===== config.mk =====
export PLATFORM = sky130hd
export DESIGN_NAME = sequential_divider
export DESIGN_NICKNAME = d
export VERILOG_FILES = /design/src/rtl/sequential_divider.sv
export SDC_FILE = /design/constraint.sdc
export NUM_CORES = 1
export LEC_CHECK = 0
export CAP_MARGIN = 10
export CORE_UTILIZATION = 30
export CTS_CLUSTER_SIZE = 12
export DETAILED_ROUTE_END_ITERATION = 8
export MAX_ROUTING_LAYER = met4
export PLACE_DENSITY_LB_ADDON = 0.1
export SYNTH_ARGS = -nofsm -noshare
export SYNTH_HDL_FRONTEND = slang
export SYNTH_SLANG_ARGS = --single-unit
export TNS_END_PERCENT = 1

===== constraint.sdc =====
create_clock -name i_w_clk -period 2.9 [get_ports i_w_clk]
set_input_delay 0.435 -clock i_w_clk [delete_from_list [all_inputs] [get_ports i_w_clk]]
set_output_delay 0.435 -clock i_w_clk [all_outputs]
set_load 0.005 [all_outputs]

===== src/rtl/sequential_divider.sv =====
// Multi-cycle restoring divider: one quotient bit per clock, {remainder, quotient} output.
// Optional macro SEQUENTIAL_DIVIDER_SIGNED_EN selects two's-complement operands with sign fix-up.
module sequential_divider #(
    parameter int p_data_width = 8
) (
    input  logic                        i_w_clk,
    input  logic                        i_w_reset,
    input  logic [p_data_width-1:0]     i_w_a,
    input  logic [p_data_width-1:0]     i_w_b,
    input  logic                        i_w_write,
    input  logic                        i_w_divide,
    input  logic                        i_w_display,
    output logic [2*p_data_width-1:0]   o_w_out,
    output logic                        o_w_busy,
    output logic                        o_w_done,
    output logic                        o_w_div_by_zero
);

    localparam int W  = p_data_width;
    localparam int CW = $clog2(W + 1);

    typedef enum logic [1:0] {
        S_IDLE = 2'd0,
        S_BUSY = 2'd1,
        S_DONE = 2'd2
    } state_t;

    state_t         r_state, w_state_nxt;
    logic [W-1:0]   r_a, w_a_nxt;
    logic [W-1:0]   r_b, w_b_nxt;
    logic [W-1:0]   r_rem, w_rem_nxt;
    logic [W-1:0]   r_quo, w_quo_nxt;
    logic [CW-1:0]  r_cnt, w_cnt_nxt;
    logic           r_done, w_done_nxt;
    logic           r_dbz, w_dbz_nxt;

    logic [W-1:0]   w_a_mag;
    logic [W-1:0]   w_b_mag;
    logic [W:0]     w_shift;
    logic [W+1:0]   w_diff;
    logic           w_ge;
    logic [W-1:0]   w_rem_step;
    logic [W-1:0]   w_quo_step;
    logic [W-1:0]   w_rem_fix;
    logic [W-1:0]   w_quo_fix;

`ifdef SEQUENTIAL_DIVIDER_SIGNED_EN
    logic           w_a_neg;
    logic           w_b_neg;

    // Magnitudes feed the unsigned core; signs restored on the final step
    always_comb begin
        w_a_neg   = r_a[W-1];
        w_b_neg   = r_b[W-1];
        w_a_mag   = w_a_neg ? ({W{1'b0}} - r_a) : r_a;
        w_b_mag   = w_b_neg ? ({W{1'b0}} - r_b) : r_b;
        w_quo_fix = (w_a_neg ^ w_b_neg) ? ({W{1'b0}} - w_quo_step) : w_quo_step;
        w_rem_fix = w_a_neg ? ({W{1'b0}} - w_rem_step) : w_rem_step;
    end
`else
    // Unsigned build: operands used directly, no fix-up
    always_comb begin
        w_a_mag   = r_a;
        w_b_mag   = r_b;
        w_quo_fix = w_quo_step;
        w_rem_fix = w_rem_step;
    end
`endif

    // One restoring step; the extra top bit of w_diff is the borrow
    always_comb begin
        w_shift    = {r_rem, r_quo[W-1]};
        w_diff     = {1'b0, w_shift} - {2'b00, w_b_mag};
        w_ge       = ~w_diff[W+1];
        w_rem_step = w_ge ? w_diff[W-1:0] : w_shift[W-1:0];
        w_quo_step = {r_quo[W-2:0], w_ge};
    end

    // Next-state and datapath control
    always_comb begin
        w_state_nxt = r_state;
        w_a_nxt     = r_a;
        w_b_nxt     = r_b;
        w_rem_nxt   = r_rem;
        w_quo_nxt   = r_quo;
        w_cnt_nxt   = r_cnt;
        w_done_nxt  = r_done;
        w_dbz_nxt   = r_dbz;
        case (r_state)
            S_IDLE, S_DONE: begin
                if (i_w_write) begin
                    w_a_nxt     = i_w_a;
                    w_b_nxt     = i_w_b;
                    w_done_nxt  = 1'b0;
                    w_dbz_nxt   = 1'b0;
                    w_state_nxt = S_IDLE;
                end else if (i_w_divide) begin
                    if (r_b == {W{1'b0}}) begin
                        w_quo_nxt   = {W{1'b1}};
                        w_rem_nxt   = r_a;
                        w_dbz_nxt   = 1'b1;
                        w_done_nxt  = 1'b1;
                        w_state_nxt = S_DONE;
                    end else begin
                        w_rem_nxt   = {W{1'b0}};
                        w_quo_nxt   = w_a_mag;
                        w_cnt_nxt   = CW'(W);
                        w_dbz_nxt   = 1'b0;
                        w_done_nxt  = 1'b0;
                        w_state_nxt = S_BUSY;
                    end
                end else begin
                    w_state_nxt = r_state;
                end
            end
            S_BUSY: begin
                w_cnt_nxt = r_cnt - CW'(1);
                if (r_cnt == CW'(1)) begin
                    w_rem_nxt   = w_rem_fix;
                    w_quo_nxt   = w_quo_fix;
                    w_done_nxt  = 1'b1;
                    w_state_nxt = S_DONE;
                end else begin
                    w_rem_nxt   = w_rem_step;
                    w_quo_nxt   = w_quo_step;
                end
            end
            default: begin
                w_state_nxt = S_IDLE;
            end
        endcase
    end

    // State and datapath registers
    always_ff @(posedge i_w_clk or posedge i_w_reset) begin
        if (i_w_reset) begin
            r_state <= S_IDLE;
            r_a     <= {W{1'b0}};
            r_b     <= {W{1'b0}};
            r_rem   <= {W{1'b0}};
            r_quo   <= {W{1'b0}};
            r_cnt   <= {CW{1'b0}};
            r_done  <= 1'b0;
            r_dbz   <= 1'b0;
        end else begin
            r_state <= w_state_nxt;
            r_a     <= w_a_nxt;
            r_b     <= w_b_nxt;
            r_rem   <= w_rem_nxt;
            r_quo   <= w_quo_nxt;
            r_cnt   <= w_cnt_nxt;
            r_done  <= w_done_nxt;
            r_dbz   <= w_dbz_nxt;
        end
    end

    // Output drive from registered state
    always_comb begin
        o_w_out         = i_w_display ? {r_rem, r_quo} : {(2*W){1'b0}};
        o_w_busy        = (r_state == S_BUSY);
        o_w_done        = r_done;
        o_w_div_by_zero = r_dbz;
    end

endmodule


==> impl_results.md, run 1 <==
* Outcome: complete, no violations
* Initial Util at 0.312
* Post-CTS Setup Bufs at 0
* Final #Nets at 308
* Leak at 1.18 nW
* Sequential area share after synthesis at 0.437
* Internal at 0.00191 W
* # rows at 31
* Startpoint types: input pin
* # fillers at 745
* Clock buffer depth at 2
* Slew Limit Fails at 0
* Final Cycle Share at 0.804
* Worst EP required at 2470 ps
* Power Dens Cells at 1150 nW/um^2
* Total Die Area at 7990 sq um
* Remaining antenna violation count at 0
* F_max at 0.429 GHz
* Reg2Reg Depth at 6
* Clk network pwr share at 0.114
* Global-route usage over all layers at 0.158
* Via density at 4.79
* Unique masters post-synth at 42
* Reg power frac at 0.324
* Initial antenna violation count at 0
* Hold slack final at 520 ps
* Crit path to: o_w_out[12]
* RSZ-0062 raised after global routing: no
* Layout cells sized above 1 at 0.0975
* Number of synthesized register bits at 40
* DRT Pass-1 Iters at 4
* Fin crit period at 2330 ps
* Chip Height at 89.4 microns
* Net Switching at 0.00141 W
* Hold buffer count at CTS at 0
* Setup TNS at 0 ps
* Synth area leaders: dfrtp_1 44%, ha_1 5.5%, and2_1 5.2%
* Post-synth net total at 268
* Post-cts repair resize count at 0
* Synth area leader: dfrtp_1
* Final worst setup slack at 568 ps
* Vias at 1802
* H-tree Lvls at 2
* Worst setup EP type: output port
* Die Width at 89.4 microns
* Hold crit path type: flop to flop
* Final hold violation count at 0
* Clock skew at 9.74 ps
* RR Startpoint: r_rem[3]
* Post-route DRC violation count at 0
* 1st-iter DRT viols at 95
* CTS clk-pin slew, worst paths at 90 ps
* Max cap viols at 0
* Crit path DAT at 1900 ps
* EDFF count, synth at 0
* VDD IR max at 0.394 mV
* Async S/R FF share, synth at 1.00
* Area share of the largest cell type after synthesis at 0.437
* Root Driver: clkbuf_8
* Crit Path Max Fanout at 16
* Synth warn at 0
* Core Footprint at 7330 sq um
* TritonCTS clock tree: built
* Area growth, synth to finish at 25.9%
* Reg2reg end: r_rem[0]
* Normalized max-slew margin at 0.555
* Clock sinks at 40
* Largest net degree at the start of global routing at 41
* WL/cell at 14.6 microns
* R2R Setup Slk at 650 ps
* Final Wtd Congestion at 0.765
* Post-synthesis average cell area at 9.70 sq um
* Vias in the first global route at 1807
* CTS buffer count at 5
* Combinational share of power at 0.561
* Overall power at 0.00332 W
* Setup violations, final at 0
* Final wirelength at 5490 microns
* Least-Margin Pin Slew at 664 ps
* Wire length of the first global-routing pass at 9050 microns
* Io pins at 40
* Dpl hpwl at 3940 microns
* Worst skew pair latency at 300 ps
* Grt ovf at 0
* Sw frac at 0.424
* Top_reg_cell synth: dfrtp_1
* I/O Buffers at 39
* Crit path launch: i_w_display
* Syn Inst Count at 236
* CP Class: input pin to output port
* ANT cells at 0
* Pre-CTS setup slack at 529 ps
* Cell area after synthesis at 2290 sq um
[power groups by stage]
stage          sequential, W  clock, W  combinational, W
2_1_floorplan       0.000995         0           0.00141
4_1_cts              0.00108  0.000397           0.00189
3_5_place_dp         0.00109         0           0.00188
3_3_place_gp         0.00110         0           0.00187
5_1_grt              0.00112  0.000429           0.00210
6_report             0.00108  0.000379           0.00186
[critical path, stage by stage]
cell and delay (ps):
clkdlybuf4s50_1 750, and2_1 210, clkdlybuf4s50_1 500
[sequential cells by signal (all words and copies together), names as in the netlist]
name	count
r_rem	8
o_w_done	1
r_state	2
r_b	8
r_a	8
r_quo	8
o_w_div_by_zero	1
r_cnt	4
[cell usage in the layout (no fill, tap or decap), drive strengths merged, types with 2 or more instances in the layout]
master and instances:
xnor2 3, a21o 3, o22ai 2, inv 14, a22oi 2, a311oi 7
nand3 5, o211ai 2, clkbuf 6, or4 2, mux2 10, clkdlybuf4s50 39
nor2 6, and2 19, mux2i 8, a31oi 4, nand2b 2, dfrtp 40
nor2b 8, xor2 3, a21oi 15, a211oi 2, nor3b 2, o21ai 22
ha 10, buf 4, nand2 23
[Yosys cell counts, types with 2 or more instances]
cell / count
xor2_1: 3
inv_1: 14
clkbuf_1: 6
nor2b_1: 8
or4_1: 2
a22oi_1: 2
nand2_1: 23
dfrtp_1: 40
mux2i_1: 8
a21o_1: 3
o211ai_1: 2
nor2_1: 4
o21ai_0: 21
mux2_2: 10
a31oi_1: 4
and2_1: 19
o22ai_1: 2
ha_1: 10
nand2b_1: 2
nand3_1: 5
a311oi_1: 7
xnor2_1: 3
a21oi_1: 15
buf_2: 4
nor2_2: 2
[through the flow]
| step | instances | utilization | cell area, sq um |
|---|---|---|---|
| after global routing | 376 | 0.393 | 2880 |
| after CTS | 376 | 0.393 | 2880 |
| after global placement | 368 | 0.381 | 2790 |
| final | 376 | 0.393 | 2880 |
| after detailed placement | 368 | 0.381 | 2790 |
| after floorplan | 236 | - | 2290 |
[worst min path at each step]
| stage | start | end | slack (ps) | cells past startpoint |
|---|---|---|---|---|
| 3_5_place_dp | r_quo[4] | r_quo[5] | 500 | 2 |
| 2_1_floorplan | r_quo[4] | r_quo[5] | 460 | 2 |
| 5_1_grt | o_w_div_by_zero | o_w_div_by_zero | 560 | 2 |
| 4_1_cts | r_quo[4] | r_quo[5] | 530 | 2 |
| 6_report | r_quo[4] | r_quo[5] | 520 | 2 |
| 3_3_place_gp | o_w_div_by_zero | o_w_div_by_zero | 500 | 2 |
[cell type report]
type	instances	area, sq um	area share
Clock buffer	6	72.6	0.0252
Clock inverter	2	16.3	0.00564
Inverter	14	52.6	0.0182
Multi-Input combinational cell	172	1200	0.415
Sequential cell	40	1000	0.347
Tap cell	99	124	0.0430
Timing Repair Buffer	43	420	0.146
[cell families after synthesis]
kind of cell / synth area share
buffers and inverters: 0.0415
XOR/XNOR: 0.0230
AO/OA/AOI/OAI: 0.178
flip-flops: 0.437
AND/OR/NAND/NOR: 0.173
adder cells (fa/ha/maj): 0.0634
multiplexers: 0.0842
[metal layers]
layer	vias to the layer above	GRT usage	part of all wire
met2	34	0.244	0.46
met1	847	0.210	0.50
met5	-	-	0
met3	5	0.0314	0.035
li1	916	-	-
met4	0	0.0476	0.010
(Power assumes the default switching activity.)
==> inputs of run 2 (changes only) <==
clock period = 1.9 ns   (was 2.9 ns; I/O delays follow)
==> run 2 against run 1 <==
The flow now finishes with violations (setup timing). Non-clock buffer count grew 43. Register-to-register slack lost 740 ps. First-iteration DRC count shrank 44%. Count of clock-buffer cells in the layout is the same. Largest cell class unchanged.
==> impl_results.md, run 2 (synthesis results as in run 1) <==
* Failing checks: setup timing
* Grt ovf at 0 (unchanged)
* Root Driver: clkbuf_8
* Total Die Area at 7990 sq um (unchanged)
* Final Cycle Share at 1.05
* ANT cells at 0 (unchanged)
* Power Dens Cells at 1850 nW/um^2 (+60%)
* Reg area at 1000 sq um (+0.12%)
* Final worst setup slack at -92.1 ps (-660 ps)
* CTS clk-pin slew, worst paths at 80 ps (about the same)
* Final #Nets at 351 (+14%)
* Clock skew at 4.78 ps (-4.96 ps)
* Largest net degree at the start of global routing at 41 (unchanged)
* H-tree Lvls at 2 (unchanged)
* Die Width at 89.4 microns (unchanged)
* Chip Height at 89.4 microns (unchanged)
* CP Class: flop to flop
* Layout cells sized above 1 at 0.269 (+0.171)
* I/O Buffers at 39 (unchanged)
* VDD IR max at 0.930 mV (+140%)
* Initial Util at 0.312 (unchanged)
* Hold crit path type: input pin to async pin
* DRT Pass-1 Iters at 4 (unchanged)
* CP delay by family, top: compound AO/OA/AOI/OAI gates
* # fillers at 722 (-3.1%)
* Hold buffer count at CTS at 0 (unchanged)
* Area growth, synth to finish at 45.5%
* Fin crit period at 1990 ps
* Crit path DAT at 2160 ps (+260 ps)
* Clock sinks at 40 (unchanged)
* Area of the multi-input gates at 1280 sq um (+6.7%)
* Most frequent cells in the layout: 43 x buf_4, 39 x clkdlybuf4s50_1, 39 x dfrtp_1
* Vias at 2026 (+12%)
* WL/cell at 14.2 microns (-3.0%)
* Post-route DRC violation count at 0 (unchanged)
* Wire length of the first global-routing pass at 9840 microns (+8.8%)
* Worst setup EP type: flop
* Dpl hpwl at 4430 microns (+13%)
* TritonCTS clock tree: built
* Global-route usage over all layers at 0.170 (+0.0122)
* Initial antenna violation count at 0 (unchanged)
* # rows at 31 (unchanged)
* F_max at 0.502 GHz
* Normalized max-slew margin at 0.779 (+0.224)
* Slew Limit Fails at 0 (unchanged)
* Most common cell after layout, fill and taps aside: buf_4
* Pre-CTS setup slack at -117 ps (-645 ps)
* Via density at 4.84 (+0.89%)
* Core Footprint at 7330 sq um (unchanged)
* Worst path cell trace: inv_2, ha_4, inv_2, fa_2, a21o_1, a221o_1, a21oi_2, xor2_1, o211ai_1
* Final hold violation count at 0 (unchanged)
* Worst EP required at 2060 ps (-410 ps)
* Crit-path slowest cell: dfrtp_1
* CTS buffer count at 5 (unchanged)
* Vias in the first global route at 2056 (+14%)
* Least-Margin Pin Slew at 328 ps (-337 ps)
* Worst skew pair latency at 290 ps (about the same)
* Worst Path Buf+Inv at 2 (unchanged)
* Leak at 1.42 nW (+20%)
* Final Wtd Congestion at 0.807 (+5.5%)
* 1st-iter DRT viols at 53 (-44%)
* Remaining antenna violation count at 0 (unchanged)
* Max cap viols at 0 (unchanged)
* Startpoint types: flop
* Most frequent CP cell: inv_2
* Final wirelength at 5940 microns (+8.1%)
* Setup violations, final at 3 (+3)
* Crit Path Max Fanout at 2 (-14)
* Clock buffer depth at 2 (unchanged)
* Outcome: finished with violations
* Setup TNS at -152 ps (-152 ps)
* RSZ-0062 raised after global routing: yes
* Io pins at 40 (unchanged)
* Max incr delay on CP at 390 ps (-360 ps)
[run 2: worst paths after layout]
kind / to / slack [ps] / depth (start not counted) / start
min in group i_w_clk: r_quo[5] / 510 / 2 / r_quo[4]
min: r_b[4] / 360 / 3 / i_w_reset
min reg2reg: r_quo[5] / 510 / 2 / r_quo[4]
max in group asynchronous: r_state[0] / 1340 / 3 / i_w_reset
max: r_rem[6] / -90 / 9 / r_quo[7]
max reg2reg: r_rem[6] / -90 / 9 / r_quo[7]
[run 2: cell type report]
cell class / instances / area share
Tap cell: 99 / 0.0372
Clock inverter: 2 / 0.00300
Timing Repair Buffer: 86 / 0.235
Sequential cell: 40 / 0.301
Inverter: 14 / 0.0158
Multi-Input combinational cell: 172 / 0.383
Clock buffer: 6 / 0.0248
[run 2: per-layer routing]
| metal | vias up | part of all wire | global-route usage |
|---|---|---|---|
| li1 | 1006 | - | - |
| met1 | 984 | 0.48 | 0.218 |
| met2 | 32 | 0.49 | 0.280 |
| met3 | 4 | 0.029 | 0.0259 |
| met4 | 0 | 0.0061 | 0.0462 |
| met5 | - | 0 | - |
[run 2: what timing repair did]
item,4_1_cts,5_1_grt
setup buffers,9,1
pin swaps,13,4
gates resized for setup,15,4
endpoints found under the setup margin,5,11
[run 2: report_power, final]
part / internal [W] / switching (W) / leakage [nW]
Combinational: 0.00211 / 0.00183 / 0.885
Sequential: 0.00128 / 0.000332 / 0.481
Clock: 0.000290 / 0.000303 / 0.0510
Total: 0.00368 / 0.00247 / 1.42
[run 2: worst register-to-register path, cell delays in order (launching register included)]
cell      delay, ps
dfrtp_1         390
inv_2            80
ha_4            130
inv_2            30
fa_2            350
a21o_1          180
a221o_1         320
a21oi_2         150
xor2_1          150
o211ai_1         90
[run 2: metrics by stage]
step / cells / utilization / hold WS [ps] / power (W) / area [sq um]
2_1_floorplan: 236 / - / 402 / 0.00372 / 2300
3_3_place_gp: 401 / 0.422 / 487 / 0.00519 / 3090
3_5_place_dp: 401 / 0.422 / 495 / 0.00520 / 3090
4_1_cts: 418 / 0.452 / 366 / 0.00616 / 3310
5_1_grt: 419 / 0.455 / 373 / 0.00670 / 3330
6_report: 419 / 0.455 / 359 / 0.00615 / 3330
